--- config.mk ---
export PLATFORM = sky130hd
export DESIGN_NAME = ysyx_23060208_pcu
export DESIGN_NICKNAME = d
export VERILOG_FILES = /design/src/rtl/ysyx_23060208_pkg.sv /design/src/rtl/ysyx_23060208_pcu_nextsel.sv /design/src/rtl/ysyx_23060208_pcu.sv
export SDC_FILE = /design/constraint.sdc
export NUM_CORES = 1
export LEC_CHECK = 0
export BUFFER_PORTS_ARGS = -buffer_cell sky130_fd_sc_hd__buf_2
export CAP_MARGIN = 10
export CORE_ASPECT_RATIO = 2
export CORE_MARGIN = 2
export CORE_UTILIZATION = 35
export DETAILED_ROUTE_END_ITERATION = 10
export SLEW_MARGIN = 20
export SYNTH_ARGS = -nofsm -noshare
export SYNTH_HDL_FRONTEND = slang
export SYNTH_HIERARCHICAL = 1
export SYNTH_SLANG_ARGS = --single-unit
--- constraint.sdc ---
create_clock -name clk -period 4.8 [get_ports clk]
set_input_delay 0.24 -clock clk [delete_from_list [all_inputs] [get_ports clk]]
set_output_delay 0.24 -clock clk [all_outputs]
set_load 0.02 [all_outputs]
--- src/rtl/ysyx_23060208_pkg.sv ---
// Shared definitions for the program counter unit: FSM encoding and boot defaults.
package ysyx_23060208_pkg;

    typedef enum logic [1:0] {
        StBoot = 2'd0,
        StRun  = 2'd1,
        StHalt = 2'd2
    } pcu_state_e;

    localparam logic [31:0] DefResetVec  = 32'h8000_0000;
    localparam int unsigned DefInstBytes = 4;

endpackage

--- src/rtl/ysyx_23060208_pcu_nextsel.sv ---
// Next-pc selection for the PCU: target alignment and halt > trap > redirect > increment > hold.
module ysyx_23060208_pcu_nextsel
    import ysyx_23060208_pkg::*;
#(
    parameter int unsigned DATA_WIDTH = 32,
    parameter int unsigned INST_BYTES = DefInstBytes
) (
    input  logic                  halt,
    input  logic                  trap_valid,
    input  logic [DATA_WIDTH-1:0] trap_pc,
    input  logic                  redir_valid,
    input  logic [DATA_WIDTH-1:0] redir_pc,
    input  logic                  fire,
    input  logic [DATA_WIDTH-1:0] pc,
    output logic [DATA_WIDTH-1:0] pc_next,
    output logic                  misalign_next
);

    localparam logic [DATA_WIDTH-1:0] AlignMask = DATA_WIDTH'(INST_BYTES - 1);
    localparam logic [DATA_WIDTH-1:0] Step      = DATA_WIDTH'(INST_BYTES);

    always_comb begin
        pc_next       = pc;
        misalign_next = 1'b0;
        if (!halt) begin
            if (trap_valid) begin
                pc_next       = trap_pc & ~AlignMask;
                misalign_next = |(trap_pc & AlignMask);
            end else if (redir_valid) begin
                pc_next       = redir_pc & ~AlignMask;
                misalign_next = |(redir_pc & AlignMask);
            end else if (fire) begin
                pc_next = pc + Step;
            end
        end
    end

endmodule

--- src/rtl/ysyx_23060208_pcu.sv ---
// Program counter unit: BOOT/RUN/HALT FSM offering fetch addresses to the IFU via valid/ready.
module ysyx_23060208_pcu
    import ysyx_23060208_pkg::*;
#(
    parameter int unsigned           DATA_WIDTH = 32,
    parameter logic [DATA_WIDTH-1:0] RESET_VEC  = DATA_WIDTH'(DefResetVec),
    parameter int unsigned           INST_BYTES = DefInstBytes,
    parameter int unsigned           CNT_WIDTH  = 32
) (
    input  logic                  clk,
    input  logic                  rst,
    output logic                  out_valid,
    input  logic                  out_ready,
    output logic [DATA_WIDTH-1:0] pc,
    input  logic                  redir_valid,
    input  logic [DATA_WIDTH-1:0] redir_pc,
    input  logic                  trap_valid,
    input  logic [DATA_WIDTH-1:0] trap_pc,
    input  logic                  halt,
    output logic                  halted,
    output logic                  misalign,
    output logic [CNT_WIDTH-1:0]  fetch_cnt
);

    pcu_state_e            state;
    logic                  fire;
    logic [DATA_WIDTH-1:0] pc_next;
    logic                  misalign_next;

    // out_valid is registered to equal (state == StRun), so it doubles as the RUN flag.
    assign fire = out_valid & out_ready;

    ysyx_23060208_pcu_nextsel #(
        .DATA_WIDTH(DATA_WIDTH),
        .INST_BYTES(INST_BYTES)
    ) u_nextsel (
        .halt         (halt),
        .trap_valid   (trap_valid),
        .trap_pc      (trap_pc),
        .redir_valid  (redir_valid),
        .redir_pc     (redir_pc),
        .fire         (fire),
        .pc           (pc),
        .pc_next      (pc_next),
        .misalign_next(misalign_next)
    );

    always_ff @(posedge clk) begin
        if (rst) begin
            state     <= StBoot;
            pc        <= RESET_VEC;
            out_valid <= 1'b0;
            halted    <= 1'b0;
            misalign  <= 1'b0;
            fetch_cnt <= '0;
        end else begin
            unique case (state)
                StBoot, StRun: begin
                    fetch_cnt <= fetch_cnt + CNT_WIDTH'(fire);
                    pc        <= pc_next;
                    misalign  <= misalign_next;
                    if (halt) begin
                        state     <= StHalt;
                        out_valid <= 1'b0;
                        halted    <= 1'b1;
                    end else begin
                        state     <= StRun;
                        out_valid <= 1'b1;
                        halted    <= 1'b0;
                    end
                end
                StHalt: begin
                    misalign <= 1'b0;
                end
                default: begin
                    state     <= StBoot;
                    out_valid <= 1'b0;
                    halted    <= 1'b0;
                    misalign  <= 1'b0;
                end
            endcase
        end
    end

endmodule

==> impl_metrics.json, run 1 <==
{
  "synth_edf_count": 0,
  "finalSetupViolCount": 0,
  "synthArstFlopShare": 0,
  "yosys_warnings": 6,
  "critPathRequiredTime_ns": 5.02,
  "syn-num-nets": 623,
  "finalCritPeriodShare": 0.549,
  "io_pins": 137,
  "ys_seq_elements": 67,
  "internal-power_w": 0.00107,
  "fp.dieW_um": 82.7,
  "antenna-diode-count": 0,
  "synth.avg_cell_area_um2": 7.90,
  "placed_area_mm2": 0.00507,
  "drv_slew": 0,
  "hold_class": "input port to flop",
  "cts_tree": "yes",
  "drc": 0,
  "power_density_mw_per_mm2": 276,
  "htree_levels": 3,
  "core-area_mm2": 0.0121,
  "fin_worst_skew_ns": 0.00639,
  "status": "finished clean",
  "criticalPathCategory": "flop to flop",
  "place.gp.congestion": 0.817,
  "fin_crit_ns": 2.63,
  "max_freq_mhz": 380,
  "cts_buffer_depth": 2,
  "viasPerCell": 5.74,
  "first_iter_violations": 192,
  "clock_sinks": 67,
  "timing.rr.start": "state[0]",
  "grtUsageTotal": 0.207,
  "max_slew_margin": 0.296,
  "seqPwrFrac": 0.411,
  "setup_tns_ns": 0,
  "combPwrFrac": 0.147,
  "ir_drop_mv": 0.184,
  "start_util": 0.358,
  "p_leak_nw": 2.27,
  "critPathMaxFanout": 13,
  "clk_pin_slew_ns": 0.06,
  "drt-total-wl_um": 13600,
  "dp_hpwl_um": 9730,
  "final_nets": 736,
  "synth_cell_types": 60,
  "arrival_ns": 2.86,
  "detail_route.wl_per_cell_um": 16.7,
  "min_delay_path_depth": 5,
  "total_power_w": 0.00148,
  "synthCells": 549,
  "grt_pass1_wl_um": 21600,
  "num_rows": 57,
  "r2r_cells": 7,
  "grt_max_degree": 74,
  "cts_hold_buf": 0,
  "regToRegSetupSlack_ns": 2.17,
  "design_area_mm2": 0.00537,
  "crit_path_start_kind": "flop",
  "vias": 4676,
  "grt_remaining_overflow": 0,
  "rsz0062_at_grt": "no",
  "areaGrowthSynthToFinish_pct": 23.7,
  "io_buffers": 136,
  "fp.dieArea_mm2": 0.0134,
  "min_to": "pc[4]",
  "clock_latency_ns": 0.34,
  "seq_area_frac_synth": 0.309,
  "cp-end-kind": "flop",
  "p_sw_frac": 0.280,
  "mostFrequentLayoutCells": "136 x buf_2, 75 x nor2_1, 66 x dfxtp_1, 45 x a21oi_1, 35 x mux2i_1",
  "antenna_found_initial": 0,
  "hold_start": "trap_pc[4]",
  "post_cts_buffers": 0,
  "drive_above_1_share": 0.270,
  "max_slew.worst_pin.slew_ns": 1.06,
  "switching_power_w": 0.000415,
  "drv_cap": 0,
  "tritoncts.num_buffers": 9,
  "drt_pass1_iterations": 6,
  "r2r-end": "fetch_cnt[30]",
  "hold_viol_final": 0,
  "grt_pass1_vias": 4425,
  "die_h_um": 161,
  "drt.antenna.violating_nets": 0,
  "synth_area_mm2": 0.00434,
  "synth_flop_cell": "dfxtp_1",
  "cts_root_buf": "clkbuf_16",
  "p_clk_frac": 0.443,
  "ctsResizeCount": 0,
  "final_common_cell": "buf_2"
}
==> worst max path at each step <==
stage,startpoint,slack (ns),end,depth (start not counted)
2_1_floorplan,state[0],2.24,fetch_cnt[24],8
3_3_place_gp,state[0],2.22,fetch_cnt[30],7
3_5_place_dp,state[0],2.14,fetch_cnt[30],7
4_1_cts,state[0],2.13,fetch_cnt[30],7
5_1_grt,state[0],2.05,fetch_cnt[30],7
6_report,state[0],2.17,fetch_cnt[30],7
==> kinds of logic after synthesis <==
logic type,Yosys count,share of synthesized area
and+or+nand+nor,220,0.286
AOI/OAI and AO/OA,154,0.224
DFF,67,0.309
buffers and inverters,52,0.0505
muxes,41,0.0963
xor gates and xnor gates,11,0.0222
adders and majority gates,4,0.0115
==> routing by layer <==
metal / global-route usage / routed length (um) / vias up
li1: - / - / 2276
met1: 0.225 / 5170 / 2230
met2: 0.377 / 7340 / 148
met3: 0.0397 / 721 / 22
met4: 0.0827 / 338 / 0
met5: 0 / 0 / -
==> cells in the mapped netlist (11+ instances only) <==
library cell,count,area share
a22oi_1,12,0.021
nand2_1,30,0.026
nand4_1,18,0.026
nor2b_1,11,0.016
dfxtp_1,67,0.31
inv_1,15,0.013
o22ai_1,13,0.019
a21oi_1,45,0.052
nor2_1,75,0.065
clkbuf_1,19,0.016
o21ai_0,33,0.038
mux2i_1,35,0.081
nand3_1,19,0.022
==> power groups by stage <==
stage          combinational (W)  sequential [W]  clock [W]
2_1_floorplan           0.000125        0.000633          0
3_3_place_gp            0.000212        0.000621          0
3_5_place_dp            0.000217        0.000622          0
4_1_cts                 0.000218        0.000609   0.000679
5_1_grt                 0.000239        0.000614   0.000699
6_report                0.000217        0.000609   0.000657
==> state kept, by name, indices dropped and copies added, names as in the netlist <==
| name | flops |
|---|---|
| fetch_cnt | 32 |
| state | 1 |
| pc | 32 |
| halted | 1 |
| misalign | 1 |
==> per-stage QoR <==
stage | setup slack, ns | cells | util | hold slack [ns]
finish | 2.17 | 814 | 0.443 | 0.349
global route | 2.05 | 814 | 0.443 | 0.371
CTS | 2.13 | 814 | 0.442 | 0.343
detailed placement | 2.14 | 798 | 0.418 | 0.488
global placement | 2.22 | 798 | 0.418 | 0.469
floorplan | 2.24 | 549 | - | 0.317
==> area by class of cell <==
cell class / count / area, um2
Sequential cell: 67 / 1340
Fill cell: 1301 / 6760
Inverter: 15 / 56.3
Multi-Input combinational cell: 430 / 2790
Clock inverter: 7 / 68.8
Clock buffer: 9 / 225
Tap cell: 147 / 184
Timing Repair Buffer: 139 / 703
==> critical path, stage by stage (launching register included) <==
cell and delay [ns]:
dfxtp_1 0.33, and2_1 0.39, ha_1 0.24, ha_1 0.21
nand3b_4 0.11, or4_4 0.63, nor4_1 0.24, mux2_2 0.36
No activity file was read; power rests on OpenSTA's default activity.
==> run 2: changes to the inputs <==
==> constraint.sdc (replaced) <==
create_clock -name clk -period 2.7 [get_ports clk]
set_input_delay 0.135 -clock clk [delete_from_list [all_inputs] [get_ports clk]]
set_output_delay 0.135 -clock clk [all_outputs]
set_load 0.02 [all_outputs]
==> run 2 against run 1 <==
Register-to-register slack got worse by 1.8 ns. Sequential share of layout area fell by 0.48 points. Cell count grew 0.98%. Fmax increased by 14%. Sequential power rose by 77%. Setup slack lost 1.8 ns. Routed wire length grew 2.0%. Worst hold slack worse by 0.11 ns. First-iteration DRC count down 11%. Critical path type unchanged. Largest cell class unchanged.
==> impl_metrics.json, run 2 (same netlist as run 1, synthesis figures left out) <==
{
  "detail_route.wl_per_cell_um": 16.8,
  "vias": 4693,
  "max_slew.worst_pin.slew_ns": 0.745,
  "post_cts_buffers": 0,
  "max_freq_mhz": 433,
  "clock_latency_ns": 0.33,
  "placed_area_mm2": 0.00513,
  "first_iter_violations": 171,
  "io_buffers": 136,
  "crit_path_start_kind": "flop",
  "mostFrequentLayoutCells": "136 x buf_2, 75 x nor2_1, 66 x dfxtp_1, 45 x a21oi_1, 35 x mux2i_1",
  "grt_pass1_vias": 4526,
  "start_util": 0.358,
  "design_area_mm2": 0.00547,
  "core-area_mm2": 0.0121,
  "finalSetupViolCount": 0,
  "clock_sinks": 67,
  "hold_viol_final": 0,
  "viasPerCell": 5.71,
  "r2r-end": "pc[26]",
  "antenna_found_initial": 0,
  "internal-power_w": 0.00212,
  "place.gp.congestion": 0.808,
  "status": "finished clean",
  "fp.dieArea_mm2": 0.0134,
  "hold_class": "input port to flop",
  "cp-end-kind": "flop",
  "cts_root_buf": "clkbuf_16",
  "critPathMaxFanout": 6,
  "final_nets": 744,
  "max_slew_margin": 0.503,
  "die_h_um": 161,
  "ctsResizeCount": 0,
  "drt-total-wl_um": 13800,
  "drv_cap": 0,
  "final_common_cell": "buf_2",
  "cp-endpoint": "pc[26]",
  "grtUsageTotal": 0.210,
  "cts_tree": "yes",
  "top_regs": "fetch_cnt x32, pc x32",
  "arrival_ns": 2.57,
  "cts_hold_buf": 0,
  "criticalPathCategory": "flop to flop",
  "power_density_mw_per_mm2": 518,
  "drive_above_1_share": 0.277,
  "grt_remaining_overflow": 0,
  "wl_met1_um": 5020,
  "drc": 0,
  "drt_pass1_iterations": 5,
  "num_rows": 57,
  "grt_max_degree": 38,
  "antenna-diode-count": 0,
  "critPathRequiredTime_ns": 2.96,
  "tritoncts.num_buffers": 9,
  "io_pins": 137,
  "htree_levels": 3,
  "fin_crit_ns": 2.31,
  "cts_buffer_depth": 2,
  "startpoint": "pc[2]",
  "p_clk_frac": 0.478,
  "drt.antenna.violating_nets": 0,
  "finalCritPeriodShare": 0.856,
  "top_layer": "met4",
  "fin_worst_skew_ns": 0.00362,
  "seqPwrFrac": 0.380,
  "switching_power_w": 0.000716,
  "grt_pass1_wl_um": 22000,
  "regToRegSetupSlack_ns": 0.39,
  "p_sw_frac": 0.253,
  "combPwrFrac": 0.142,
  "p_leak_nw": 2.34,
  "dp_hpwl_um": 10400,
  "r2r_cells": 8,
  "drv_slew": 0,
  "areaGrowthSynthToFinish_pct": 26.1,
  "fp.dieW_um": 82.7,
  "clk_pin_slew_ns": 0.05,
  "met3WireLength_um": 716,
  "ir_drop_mv": 0.312,
  "timing.rr.start": "pc[2]",
  "setup_tns_ns": 0,
  "wl_met2_um": 7680,
  "rsz0062_at_grt": "no",
  "total_power_w": 0.00283
}
## run 2: cell count changes in the layout (fill, tap and decap cells not counted), sizes merged
cell	before	now
buf	139	147
bufinv	1	3
clkbuf	9	11
clkinv	4	2
clkinvlp	2	0
## run 2: metrics by stage
stage | utilization | hold slack, ns | instances | worst slack (ns)
after floorplan | - | 0.212 | 549 | 0.139
after global placement | 0.423 | 0.468 | 806 | 0.461
after detailed placement | 0.423 | 0.490 | 806 | 0.381
after CTS | 0.451 | 0.229 | 822 | 0.369
after global routing | 0.451 | 0.251 | 822 | 0.202
final | 0.451 | 0.241 | 822 | 0.390
## run 2: worst min path at each step
stage / slack [ns] / from / end / cells after the start
floorplan: 0.21 / halt / state[0] / 1
global placement: 0.47 / fetch_cnt[19] / fetch_cnt[19] / 2
detailed placement: 0.49 / fetch_cnt[19] / fetch_cnt[19] / 2
CTS: 0.23 / rst / pc[6] / 2
global route: 0.25 / rst / pc[6] / 2
finish: 0.24 / redir_pc[8] / pc[8] / 5
## run 2: metal layers
layer	up-vias	global-route usage
met5	-	0
met4	0	0.0879
met3	27	0.0385
met2	168	0.391
met1	2225	0.220
li1	2273	-
## run 2: layout make-up
cell class	instances	area [um2]
sequential	67	1340
multi-input combinational	430	2780
clock inverter	5	100
tap	147	184
fill	1257	6660
clock buffer	11	243
timing repair buffer	147	763
inverter	15	56.3
## run 2: power by group through the flow
| stage | Sequential (W) | Clock [W] | Combinational, W |
|---|---|---|---|
| global placement | 0.00109 | 0 | 0.000394 |
| detailed placement | 0.00110 | 0 | 0.000404 |
| global route | 0.00108 | 0.00143 | 0.000443 |
| finish | 0.00108 | 0.00135 | 0.000402 |
| floorplan | 0.00113 | 0 | 0.000223 |
| CTS | 0.00108 | 0.00138 | 0.000405 |
## run 2: critical path: stages, from the launching register on
cell and delay (ns):
dfxtp_1 0.46, ha_1 0.25, nand4_2 0.25, nor4_4 0.51, nand3_2 0.17, o31a_1 0.27, o22ai_1 0.14, mux2i_1 0.08
nor2_1 0.10
